$ cat config.mk
export PLATFORM = sky130hd
export DESIGN_NAME = ahb_subordinate_sram
export DESIGN_NICKNAME = d
export VERILOG_FILES = /design/src/rtl/ahb_pkg.sv /design/src/rtl/ahb_sub_wait_ctr.sv /design/src/rtl/ahb_subordinate_sram.sv
export SDC_FILE = /design/constraint.sdc
export NUM_CORES = 1
export LEC_CHECK = 0
export CAP_MARGIN = 20
export CORE_AREA = 2 2 96 98
export CTS_BUF_LIST = sky130_fd_sc_hd__clkbuf_4
export CTS_CLUSTER_DIAMETER = 50
export DETAILED_ROUTE_END_ITERATION = 16
export DIE_AREA = 0 0 98 100
export GPL_TIMING_DRIVEN = 0
export PLACE_DENSITY = 0.83
export RECOVER_POWER = 100
export SETUP_SLACK_MARGIN = 0.05
export SKIP_CTS_REPAIR_TIMING = 1
export SLEW_MARGIN = 20
export SYNTH_ARGS = -nofsm -noshare
export SYNTH_HDL_FRONTEND = slang
export SYNTH_SLANG_ARGS = --single-unit
$ cat constraint.sdc
create_clock -name i_hclk -period 1.7 [get_ports i_hclk]
set_input_delay 0.17 -clock i_hclk [delete_from_list [all_inputs] [get_ports i_hclk]]
set_output_delay 0.17 -clock i_hclk [all_outputs]
set_load 0.01 [all_outputs]
$ cat src/rtl/ahb_pkg.sv
// Shared AHB bus types (encodings match the FreeAHB manager) and the byte-lane helper.
package ahb_pkg;

    typedef enum logic [1:0] {
        HTRANS_IDLE   = 2'b00,
        HTRANS_BUSY   = 2'b01,
        HTRANS_NONSEQ = 2'b10,
        HTRANS_SEQ    = 2'b11
    } t_htrans;

    typedef enum logic [2:0] {
        HSIZE_BYTE  = 3'd0,
        HSIZE_HWORD = 3'd1,
        HSIZE_WORD  = 3'd2,
        HSIZE_DWORD = 3'd3,
        HSIZE_W128  = 3'd4,
        HSIZE_W256  = 3'd5,
        HSIZE_W512  = 3'd6,
        HSIZE_W1024 = 3'd7
    } t_hsize;

    typedef enum logic [2:0] {
        HBURST_SINGLE = 3'd0,
        HBURST_INCR   = 3'd1,
        HBURST_WRAP4  = 3'd2,
        HBURST_INCR4  = 3'd3,
        HBURST_WRAP8  = 3'd4,
        HBURST_INCR8  = 3'd5,
        HBURST_WRAP16 = 3'd6,
        HBURST_INCR16 = 3'd7
    } t_hburst;

    typedef enum logic [1:0] {
        HRESP_OKAY  = 2'b00,
        HRESP_ERROR = 2'b01,
        HRESP_RETRY = 2'b10,
        HRESP_SPLIT = 2'b11
    } t_hresp;

    localparam int unsigned MAX_BE_W = 128;

    // Byte-enable mask for a transfer of 'size' starting at byte lane 'offset'; callers truncate.
    function automatic logic [MAX_BE_W-1:0] be_mask(input logic [6:0] offset, input t_hsize size);
        logic [MAX_BE_W-1:0] ones;
        ones = (MAX_BE_W'(1) << (8'd1 << size)) - MAX_BE_W'(1);
        return ones << offset;
    endfunction

endpackage

$ cat src/rtl/ahb_sub_wait_ctr.sv
// Loadable 4-bit down-counter with a done flag; sequences subordinate wait states.
module ahb_sub_wait_ctr (
    input  logic       i_hclk,
    input  logic       i_hreset_n,
    input  logic       i_load,
    input  logic [3:0] i_load_val,
    input  logic       i_dec,
    output logic       o_done_c
);

    localparam int unsigned CNT_W = 4;

    logic [CNT_W-1:0] r_cnt;

    always_ff @(posedge i_hclk or negedge i_hreset_n) begin
        if (!i_hreset_n) begin
            r_cnt <= '0;
        end else if (i_load) begin
            r_cnt <= i_load_val;
        end else if (i_dec && (r_cnt != '0)) begin
            r_cnt <= r_cnt - CNT_W'(1);
        end
    end

    assign o_done_c = (r_cnt == '0);

endmodule

$ cat src/rtl/ahb_subordinate_sram.sv
// AHB subordinate fronting a single-port synchronous SRAM, with wait states,
// two-cycle ERROR for illegal accesses and two-cycle RETRY on request.
module ahb_subordinate_sram
    import ahb_pkg::*;
#(
    parameter int unsigned DATA_WDT    = 32,
    parameter int unsigned ADDR_WDT    = 16,
    parameter int unsigned WAIT_STATES = 0
) (
    input  logic                                   i_hclk,
    input  logic                                   i_hreset_n,
    input  logic                                   i_hsel,
    input  logic [31:0]                            i_haddr,
    input  t_htrans                                i_htrans,
    input  logic                                   i_hwrite,
    input  t_hsize                                 i_hsize,
    input  t_hburst                                i_hburst,
    input  logic [DATA_WDT-1:0]                    i_hwdata,
    input  logic                                   i_hready,
    output logic                                   o_hreadyout,
    output t_hresp                                 o_hresp,
    output logic [DATA_WDT-1:0]                    o_hrdata,
    input  logic                                   i_retry_req,
    output logic                                   o_mem_en,
    output logic                                   o_mem_we,
    output logic [ADDR_WDT-$clog2(DATA_WDT/8)-1:0] o_mem_addr,
    output logic [DATA_WDT/8-1:0]                  o_mem_be,
    output logic [DATA_WDT-1:0]                    o_mem_wdata,
    input  logic [DATA_WDT-1:0]                    i_mem_rdata
);

    localparam int unsigned BE_W      = DATA_WDT / 8;
    localparam int unsigned LANE_W    = $clog2(BE_W);
    localparam int unsigned MEM_AW    = ADDR_WDT - LANE_W;
    localparam bit          HAS_WAIT  = (WAIT_STATES != 0);
    localparam logic [3:0]  WAIT_LOAD = HAS_WAIT ? 4'(WAIT_STATES - 1) : 4'd0;

    typedef enum logic [2:0] {
        S_IDLE, S_WAIT, S_RDLAT, S_ERR1, S_ERR2, S_RTY1, S_RTY2
    } t_state;

    t_state              r_state, w_state_nxt;
    logic                r_hwrite;
    logic [MEM_AW-1:0]   r_waddr;
    logic [BE_W-1:0]     r_be;
    logic                r_retry;
    logic                r_rd_cmpl, w_rd_cmpl_nxt;
    logic                w_wr_pend_nxt;
    logic [DATA_WDT-1:0] r_hrdata;
    logic                w_hreadyout_nxt, w_mem_en_nxt, w_mem_we_nxt;
    t_hresp              w_hresp_nxt;
    logic                w_ctr_load, w_ctr_dec, w_ctr_done;
    logic                w_rty_take;
    logic                w_accept, w_illegal, w_final, w_capture;
    logic                w_unused_hburst;

    assign w_accept  = i_hsel & i_hready & ((i_htrans == HTRANS_NONSEQ) | (i_htrans == HTRANS_SEQ));
    assign w_illegal = ((i_haddr >> ADDR_WDT) != 32'd0)
                     | ((32'd8 << i_hsize) > DATA_WDT)
                     | ((i_haddr & ((32'd1 << i_hsize) - 32'd1)) != 32'd0);
    // Cycles in which this subordinate drives HREADYOUT high end a data phase.
    assign w_final   = (r_state == S_IDLE) | (r_state == S_ERR2) | (r_state == S_RTY2);
    assign w_capture = w_final & w_accept;
    assign w_ctr_dec = (r_state == S_WAIT);
    assign w_unused_hburst = ^i_hburst;

    ahb_sub_wait_ctr u_wait_ctr (
        .i_hclk     (i_hclk),
        .i_hreset_n (i_hreset_n),
        .i_load     (w_ctr_load),
        .i_load_val (WAIT_LOAD),
        .i_dec      (w_ctr_dec),
        .o_done_c   (w_ctr_done)
    );

    // State register together with the registered bus and SRAM strobes.
    always_ff @(posedge i_hclk or negedge i_hreset_n) begin
        if (!i_hreset_n) begin
            r_state     <= S_IDLE;
            r_rd_cmpl   <= 1'b0;
            o_hreadyout <= 1'b1;
            o_hresp     <= HRESP_OKAY;
            o_mem_en    <= 1'b0;
            o_mem_we    <= 1'b0;
        end else begin
            r_state     <= w_state_nxt;
            r_rd_cmpl   <= w_rd_cmpl_nxt;
            o_hreadyout <= w_hreadyout_nxt;
            o_hresp     <= w_hresp_nxt;
            o_mem_en    <= w_mem_en_nxt;
            o_mem_we    <= w_mem_we_nxt;
        end
    end

    // Next state; every final cycle re-evaluates accept so transfers pipeline without bubbles.
    always_comb begin
        w_state_nxt   = r_state;
        w_wr_pend_nxt = 1'b0;
        w_rd_cmpl_nxt = 1'b0;
        w_ctr_load    = 1'b0;
        w_rty_take    = 1'b0;
        case (r_state)
            S_IDLE, S_ERR2, S_RTY2: begin
                w_state_nxt = S_IDLE;
                if (w_accept) begin
                    if (r_retry) begin
                        w_state_nxt = S_RTY1;
                        w_rty_take  = 1'b1;
                    end else if (w_illegal) begin
                        w_state_nxt = S_ERR1;
                    end else if (HAS_WAIT) begin
                        w_state_nxt = S_WAIT;
                        w_ctr_load  = 1'b1;
                    end else if (i_hwrite) begin
                        w_wr_pend_nxt = 1'b1;
                    end else begin
                        w_state_nxt = S_RDLAT;
                    end
                end
            end
            S_WAIT: begin
                if (w_ctr_done) begin
                    if (r_hwrite) begin
                        w_state_nxt   = S_IDLE;
                        w_wr_pend_nxt = 1'b1;
                    end else begin
                        w_state_nxt = S_RDLAT;
                    end
                end
            end
            S_RDLAT: begin
                w_state_nxt   = S_IDLE;
                w_rd_cmpl_nxt = 1'b1;
            end
            S_ERR1:  w_state_nxt = S_ERR2;
            S_RTY1:  w_state_nxt = S_RTY2;
            default: w_state_nxt = S_IDLE;
        endcase
    end

    // Output decode of the upcoming state, registered above.
    always_comb begin
        w_hreadyout_nxt = 1'b1;
        w_hresp_nxt     = HRESP_OKAY;
        case (w_state_nxt)
            S_WAIT, S_RDLAT: w_hreadyout_nxt = 1'b0;
            S_ERR1: begin
                w_hreadyout_nxt = 1'b0;
                w_hresp_nxt     = HRESP_ERROR;
            end
            S_ERR2:  w_hresp_nxt = HRESP_ERROR;
            S_RTY1: begin
                w_hreadyout_nxt = 1'b0;
                w_hresp_nxt     = HRESP_RETRY;
            end
            S_RTY2:  w_hresp_nxt = HRESP_RETRY;
            default: ;
        endcase
        w_mem_en_nxt = (w_state_nxt == S_RDLAT) | w_wr_pend_nxt;
        w_mem_we_nxt = w_wr_pend_nxt;
    end

    // Address-phase capture.
    always_ff @(posedge i_hclk or negedge i_hreset_n) begin
        if (!i_hreset_n) begin
            r_hwrite <= 1'b0;
            r_waddr  <= '0;
            r_be     <= '0;
        end else if (w_capture) begin
            r_hwrite <= i_hwrite;
            r_waddr  <= i_haddr[ADDR_WDT-1:LANE_W];
            r_be     <= BE_W'(be_mask(7'(i_haddr[LANE_W-1:0]), i_hsize));
        end
    end

    // Sticky retry request; a request arriving as the flag is consumed is kept.
    always_ff @(posedge i_hclk or negedge i_hreset_n) begin
        if (!i_hreset_n) begin
            r_retry <= 1'b0;
        end else begin
            r_retry <= i_retry_req | (r_retry & ~w_rty_take);
        end
    end

    always_ff @(posedge i_hclk or negedge i_hreset_n) begin
        if (!i_hreset_n) begin
            r_hrdata <= '0;
        end else if (r_rd_cmpl) begin
            r_hrdata <= i_mem_rdata;
        end
    end

    // SRAM data arrives one cycle after the strobe, so the completion cycle forwards it directly.
    assign o_hrdata    = r_rd_cmpl ? i_mem_rdata : r_hrdata;
    assign o_mem_addr  = r_waddr;
    assign o_mem_be    = r_be;
    assign o_mem_wdata = i_hwdata;

endmodule

==> results of run 1 <==
sequential cells by signal, summed over array words and instances (netlist names), 2 cells and up:
| signal | flops |
|---|---|
| u_wait_ctr.r_cnt | 4 |
| o_hresp | 2 |
| r_state | 3 |
| o_mem_be | 4 |
| r_hrdata | 32 |
| o_mem_addr | 14 |
power groups by stage:
stage | Combinational [W] | Sequential [W] | Clock [W]
after floorplan | 0.000786 | 0.00210 | 0
after global routing | 0.00240 | 0.00210 | 0.00115
after global placement | 0.00191 | 0.00207 | 0
final | 0.00225 | 0.00206 | 0.00103
after CTS | 0.00197 | 0.00205 | 0.00107
after detailed placement | 0.00197 | 0.00209 | 0
how the worst max path moves through the flow:
stage                              startpoint                         to  slack (ns)  depth (start not counted)
after floorplan                    i_hsize[0]    o_mem_be[3]$_DFFE_PN0P_       -0.53                          9
after global placement             i_hreset_n  o_mem_addr[3]$_DFFE_PN0P_       -1.68                          1
after detailed placement          i_haddr[19]       r_state[1]$_DFF_PN0_       -0.73                          6
after CTS                 r_rd_cmpl$_DFF_PN0_                o_hrdata[7]       -0.87                          4
after global routing               i_hsize[1]         o_mem_we$_DFF_PN0_       -0.28                         10
final                             i_haddr[19]      o_hreadyout$_DFF_PN1_       -0.21                          7
layout make-up:
cell class / count / area (µm²)
Clock buffer: 9 / 67.6
Clock inverter: 7 / 71.3
Fill cell: 713 / 3290
Inverter: 15 / 56.3
Multi-Input combinational cell: 179 / 1360
Sequential cell: 65 / 1630
Buffer: 44 / 362
Tap cell: 111 / 139
Timing Repair Buffer: 193 / 1910
critical path, delay by kind of cell:
kind                   cells  cell delay [ns]
AND/OR/NAND/NOR            2             0.80
AO/OA/AOI/OAI              3             0.69
buffers and inverters      2             0.57
Yosys cell counts, types with 2 or more instances:
cell	count
ha_1	8
nand2b_1	4
nor2_1	11
nand2_1	62
nor2b_1	3
clkbuf_1	12
buf_1	3
xor2_1	3
o21ai_0	8
o31a_1	2
a21oi_1	7
buf_4	32
mux2_2	32
dfrtp_1	64
nor4_1	3
nand3_1	2
or3_1	2
inv_1	15
and2_1	3
per-layer routing:
| layer | share of wire (%) | vias up | GRT usage, % |
|---|---|---|---|
| li1 | - | 1403 | - |
| met1 | 41 | 1388 | 20.4 |
| met2 | 51 | 136 | 30.3 |
| met3 | 7.3 | 10 | 5.01 |
| met4 | 0.95 | 0 | 5.98 |
| met5 | 0 | - | 0 |
metrics by stage:
step | setup TNS, ns | power, W | cell area (µm²) | hold WS (ns)
global placement | -130.83 | 0.00398 | 4960 | 0.458
finish | -4.42 | 0.00533 | 5600 | 0.181
CTS | -33.22 | 0.00510 | 5130 | -0.424
detailed placement | -24.21 | 0.00406 | 4990 | 0.0401
floorplan | -3.45 | 0.00288 | 3270 | -0.126
global route | -9.41 | 0.00564 | 5600 | 0.176
kinds of logic after synthesis:
kind of cell / after synthesis / share of synthesized area (%)
and+or+nand+nor: 100 / 14.7
adders and majority gates: 8 / 3.11
DFF: 65 / 50.6
muxes: 32 / 11.2
AOI/OAI and AO/OA: 35 / 8.29
xor gates and xnor gates: 4 / 1.09
buffers and inverters: 62 / 11.0
==> reports/qor.txt, run 1 <==
asr flop ratio synth: 100%
# diodes: 0
Switching Fraction: 30.2%
drt drc: 0
Clock Skew: 0.00977 ns
core area: 8890 µm²
register bit total from synthesis: 65
worst slew pin tran: 0.759 ns
Worst Path Required: 2.03 ns
Placed Instances: 573
Sequential Power Share: 38.6%
Root Buffer: clkbuf_4
syn nets: 424
RePlAce Congestion: 0.798
CTS tree: done
final hold vios: 0
Via Count: 2,937
H-tree depth: 3
All-Layer GR Usage: 17.3%
first-pass GRT wire length: 13,600 µm
Rel. slew slack: 49.4%
# rows: 35
total routed wirelength: 9510 µm
Die Footprint: 9800 µm²
pin count of the biggest net entering global routing: 54
VDD IR max: 0.430 mV
RSZ-0062 raised after global routing: yes
share of the synthesized area in the top cell type: 49.8%
share of layout cells above drive strength 1: 30.9%
Netlist cell types: 49
initial antenna violation count: 0
hold_sp: i_haddr[0]
final worst slack: -0.208 ns
WS Path Type: in2reg
r2r startpoint: r_state[2]$_DFF_PN0_
crit path max fanout: 6
Reg-to-Reg End: r_state[0]$_DFF_PN0_
Worst Path Arrival: 2.24 ns
Combinational Power Share: 42.1%
leakage: 2.61 nW
Hold Crit Depth: 2
hold path endpoint: o_mem_be[0]$_DFFE_PN0P_
fin. max-slew vios: 0
P&R area growth vs syn: 74.0%
Synth Flop Type: dfrtp_1
crit end category: flip-flop
outcome: finished with violations
most frequent cells in the layout: 67 x clkdlybuf4s50_1, 63 x dfrtp_1, 62 x nand2_1
crit-path cells: clkdlybuf4s50_1 > or4_4 > a2111oi_4 > o2111ai_1 > nor4_4 > buf_6 > a41o_1
Hold/Removal Path Class: in2reg
Port Buffers: 155
chip height: 100 µm
R2R Setup Slk: 0.11 ns
Yosys warning total: 0
gr ovfl total: 0
vias in the first global route: 2,892
violated checks: setup timing
Synth area leaders: dfrtp_1 50%, mux2_2 11%, buf_4 7.5%
clk slew on worst S/H paths: 0.12 ns
P per Cell Area: 952 nW/µm²
most common cell after layout, fill and taps aside: clkdlybuf4s50_1
fmax: 524 MHz
Sink Count: 65
crit path time final: 1.91 ns
number of synthesized flops with an enable pin: 0
maximum root-to-sink buffer count: 2
Synth Instances: 306
post-synth top area cell: dfrtp_1
final core occ: 63.0%
maxcap violations: 0
clock power share: 19.3%
Internal: 0.00372 W
Seq/Total Area, Yosys: 50.6%
average cell area after synthesis: 10.5 µm²
initial drt markers: 90
DR pass1 iterations: 4
pre-CTS setup slack: -0.727 ns
Skew-Pair Late Insertion Delay: 0.39 ns
Detailed Place HPWL: 6650 µm
P_sw: 0.00161 W
reg2reg path depth: 5
CTS buffer count: 9
Tcrit/Tclk final: 112%
fin cells: 623
Top-Level Pins: 197
final antenna-violating net count: 0
Initial Util: 36.2%
CP max stage cell: or4_4
delay of the slowest cell on the worst path: 0.54 ns
vias per cell: 4.71
Die Wd: 98 µm
Mapped Area: 3220 µm²
Final setup viols: 35
Worst setup SP type: input pin
fin nets: 625
DR WL/cell: 15.3 µm
No activity file was read; power rests on OpenSTA's default activity.
==> run 2: changes to the inputs <==
--- a/config.mk
+++ b/config.mk
@@ -12,7 +12,7 @@
 export DETAILED_ROUTE_END_ITERATION = 16
 export DIE_AREA = 0 0 98 100
 export GPL_TIMING_DRIVEN = 0
-export PLACE_DENSITY = 0.83
+export PLACE_DENSITY_LB_ADDON = 0.15
 export RECOVER_POWER = 100
 export SETUP_SLACK_MARGIN = 0.05
 export SKIP_CTS_REPAIR_TIMING = 1
==> constraint.sdc (replaced) <==
create_clock -name i_hclk -period 2 [get_ports i_hclk]
set_input_delay 0.2 -clock i_hclk [delete_from_list [all_inputs] [get_ports i_hclk]]
set_output_delay 0.2 -clock i_hclk [all_outputs]
set_load 0.01 [all_outputs]
==> run 2 against run 1 <==
Compared with the run above:
- the run still ends with setup timing left
- clock skew fell by 0.0014 ns
- cell area fell by 7.2%
- die area stayed put
- hold slack improved by 0.094 ns
- cell count shrank 5.5%
- first-iteration DRC count is 26% lower
- critical path depth fell by 4
- sequential cell count unchanged
- register-to-register slack improved by 0.10 ns
- largest cell class unchanged
- sequential share of layout area grew 2.3 points
- power decreased by 21%
- combinational power down 28%
==> reports/qor.txt, run 2 (synthesized netlist as in run 1, its figures left out) <==
final worst slack: -0.0556 ns
met3 global-route usage: 5.57%
final core occ: 58.4%
CTS tree: done
largest register by flop count: r_hrdata
Rel. slew slack: 17.8%
initial antenna violation count: 0
most frequent cells in the layout: 144 x clkdlybuf4s50_1, 63 x dfrtp_1, 62 x nand2_1
M1 GR Usage: 19.4%
Switching Fraction: 28.4%
Worst setup SP type: flip-flop
max reg flops: 32
pin count of the biggest net entering global routing: 46
vias in the first global route: 2,724
crit path max fanout: 10
# diodes: 0
Clock Skew: 0.00839 ns
RePlAce Congestion: 0.746
WS Path Type: reg2out
VDD IR max: 0.361 mV
Initial Util: 36.2%
H-tree depth: 3
Tcrit/Tclk final: 103%
All-Layer GR Usage: 16.1%
Skew-Pair Late Insertion Delay: 0.39 ns
fin nets: 592
fmax: 486 MHz
Register Area: 1630 µm²
worst slew pin tran: 1.23 ns
# rows: 35
Root Buffer: clkbuf_4
vias per cell: 4.66
final hold vios: 0
Final setup viols: 22
outcome: finished with violations
worst hold slack: 0.275 ns
CTS buffer count: 9
crit path time final: 2.06 ns
final antenna-violating net count: 0
first-pass GRT wire length: 12,700 µm
clk slew on worst S/H paths: 0.10 ns
RSZ-0062 raised after global routing: yes
Sequential Power Share: 41.2%
drt drc: 0
Top-Level Pins: 197
DP Area: 4990 µm²
crit end category: output port
Port Buffers: 155
Hold/Removal Path Class: in2reg
Sink Count: 65
DR pass1 iterations: 4
Worst Path Required: 1.80 ns
CP max stage cell: clkdlybuf4s50_1
P per Cell Area: 811 nW/µm²
fin area: 5190 µm²
Via Count: 2,745
core area: 8890 µm²
Die Footprint: 9800 µm²
clock power share: 20.0%
Internal: 0.00302 W
Die Wd: 98 µm
maximum root-to-sink buffer count: 2
delay of the slowest cell on the worst path: 0.49 ns
area of the multi-input gates: 1290 µm²
maxcap violations: 0
P_sw: 0.00120 W
final setup TNS: -0.725 ns
crit-path cells: buf_6 > mux2_2 > clkdlybuf4s50_1
share of layout cells above drive strength 1: 21.3%
Power Total: 0.00421 W
P&R area growth vs syn: 61.5%
GR peak layer: met2
filler instances: 791
most common cell after layout, fill and taps aside: clkdlybuf4s50_1
leakage: 2.37 nW
total routed wirelength: 8060 µm
initial drt markers: 67
DR WL/cell: 13.7 µm
Worst Path Arrival: 1.86 ns
fin. max-slew vios: 0
gr ovfl total: 0
met2 GRT Util: 27.2%
chip height: 100 µm
Combinational Power Share: 38.7%
violated checks: setup timing
Detailed Place HPWL: 6270 µm
-- run 2: cell count changes in the layout (fill, tap and decap cells not counted), moves of 20 or more --
cell,before,now
buf_4,53,33
buf_6,42,3
clkdlybuf4s50_1,67,144
dlygate4sd3_1,55,1
mux2_1,20,0
mux2_2,3,32
-- run 2: cell type report --
cell class	instances	area share (%)
Sequential cell	65	31.4
Timing Repair Buffer	158	31.1
Multi-Input combinational cell	179	24.9
Buffer	46	6.55
Tap cell	111	2.67
Clock buffer	10	1.45
Inverter	15	1.08
Clock inverter	5	0.915
-- run 2: path summary, 6_finish.rpt --
| check | slack [ns] | cells past startpoint | from | endpoint |
|---|---|---|---|---|
| worst min register to register | 0.48 | 2 | o_mem_addr[8]$_DFFE_PN0P_ | o_mem_addr[8]$_DFFE_PN0P_ |
| max in group asynchronous | 0.57 | 3 | i_hreset_n | o_hreadyout$_DFF_PN1_ |
| worst max register to register | 0.21 | 6 | r_state[2]$_DFF_PN0_ | o_mem_addr[6]$_DFFE_PN0P_ |
| worst max-delay path | -0.06 | 3 | r_rd_cmpl$_DFF_PN0_ | o_hrdata[8] |
| min in group asynchronous | 0.58 | 2 | i_hreset_n | r_hrdata[12]$_DFF_PN0_ |
| worst min-delay path | 0.27 | 2 | i_haddr[1] | o_mem_be[1]$_DFFE_PN0P_ |
-- run 2: worst max-delay path: cells and delay by family (launching register included) --
kind     cells  cell delay (ns)
mux          1             0.36
flops        1             0.44
buf+inv      2             0.66
-- run 2: metal layers --
metal | share of wire (%) | up-vias
met2 | 50 | 123
met1 | 41 | 1279
met3 | 7.9 | 5
li1 | - | 1338
met5 | 0 | -
met4 | 0.81 | 0
-- run 2: through the flow --
stage | worst slack (ns) | cells
3_5_place_dp | -0.512 | 573
4_1_cts | -0.562 | 588
5_1_grt | -0.178 | 589
6_report | -0.0556 | 589
3_3_place_gp | -1.48 | 572
2_1_floorplan | -0.256 | 306
-- run 2: power groups by stage --
stage / sequential, W / clock (W) / combinational [W]
finish: 0.00174 / 0.000843 / 0.00163
global route: 0.00177 / 0.000950 / 0.00177
CTS: 0.00174 / 0.000889 / 0.00167
detailed placement: 0.00177 / 0 / 0.00166
global placement: 0.00175 / 0 / 0.00163
floorplan: 0.00178 / 0 / 0.000668
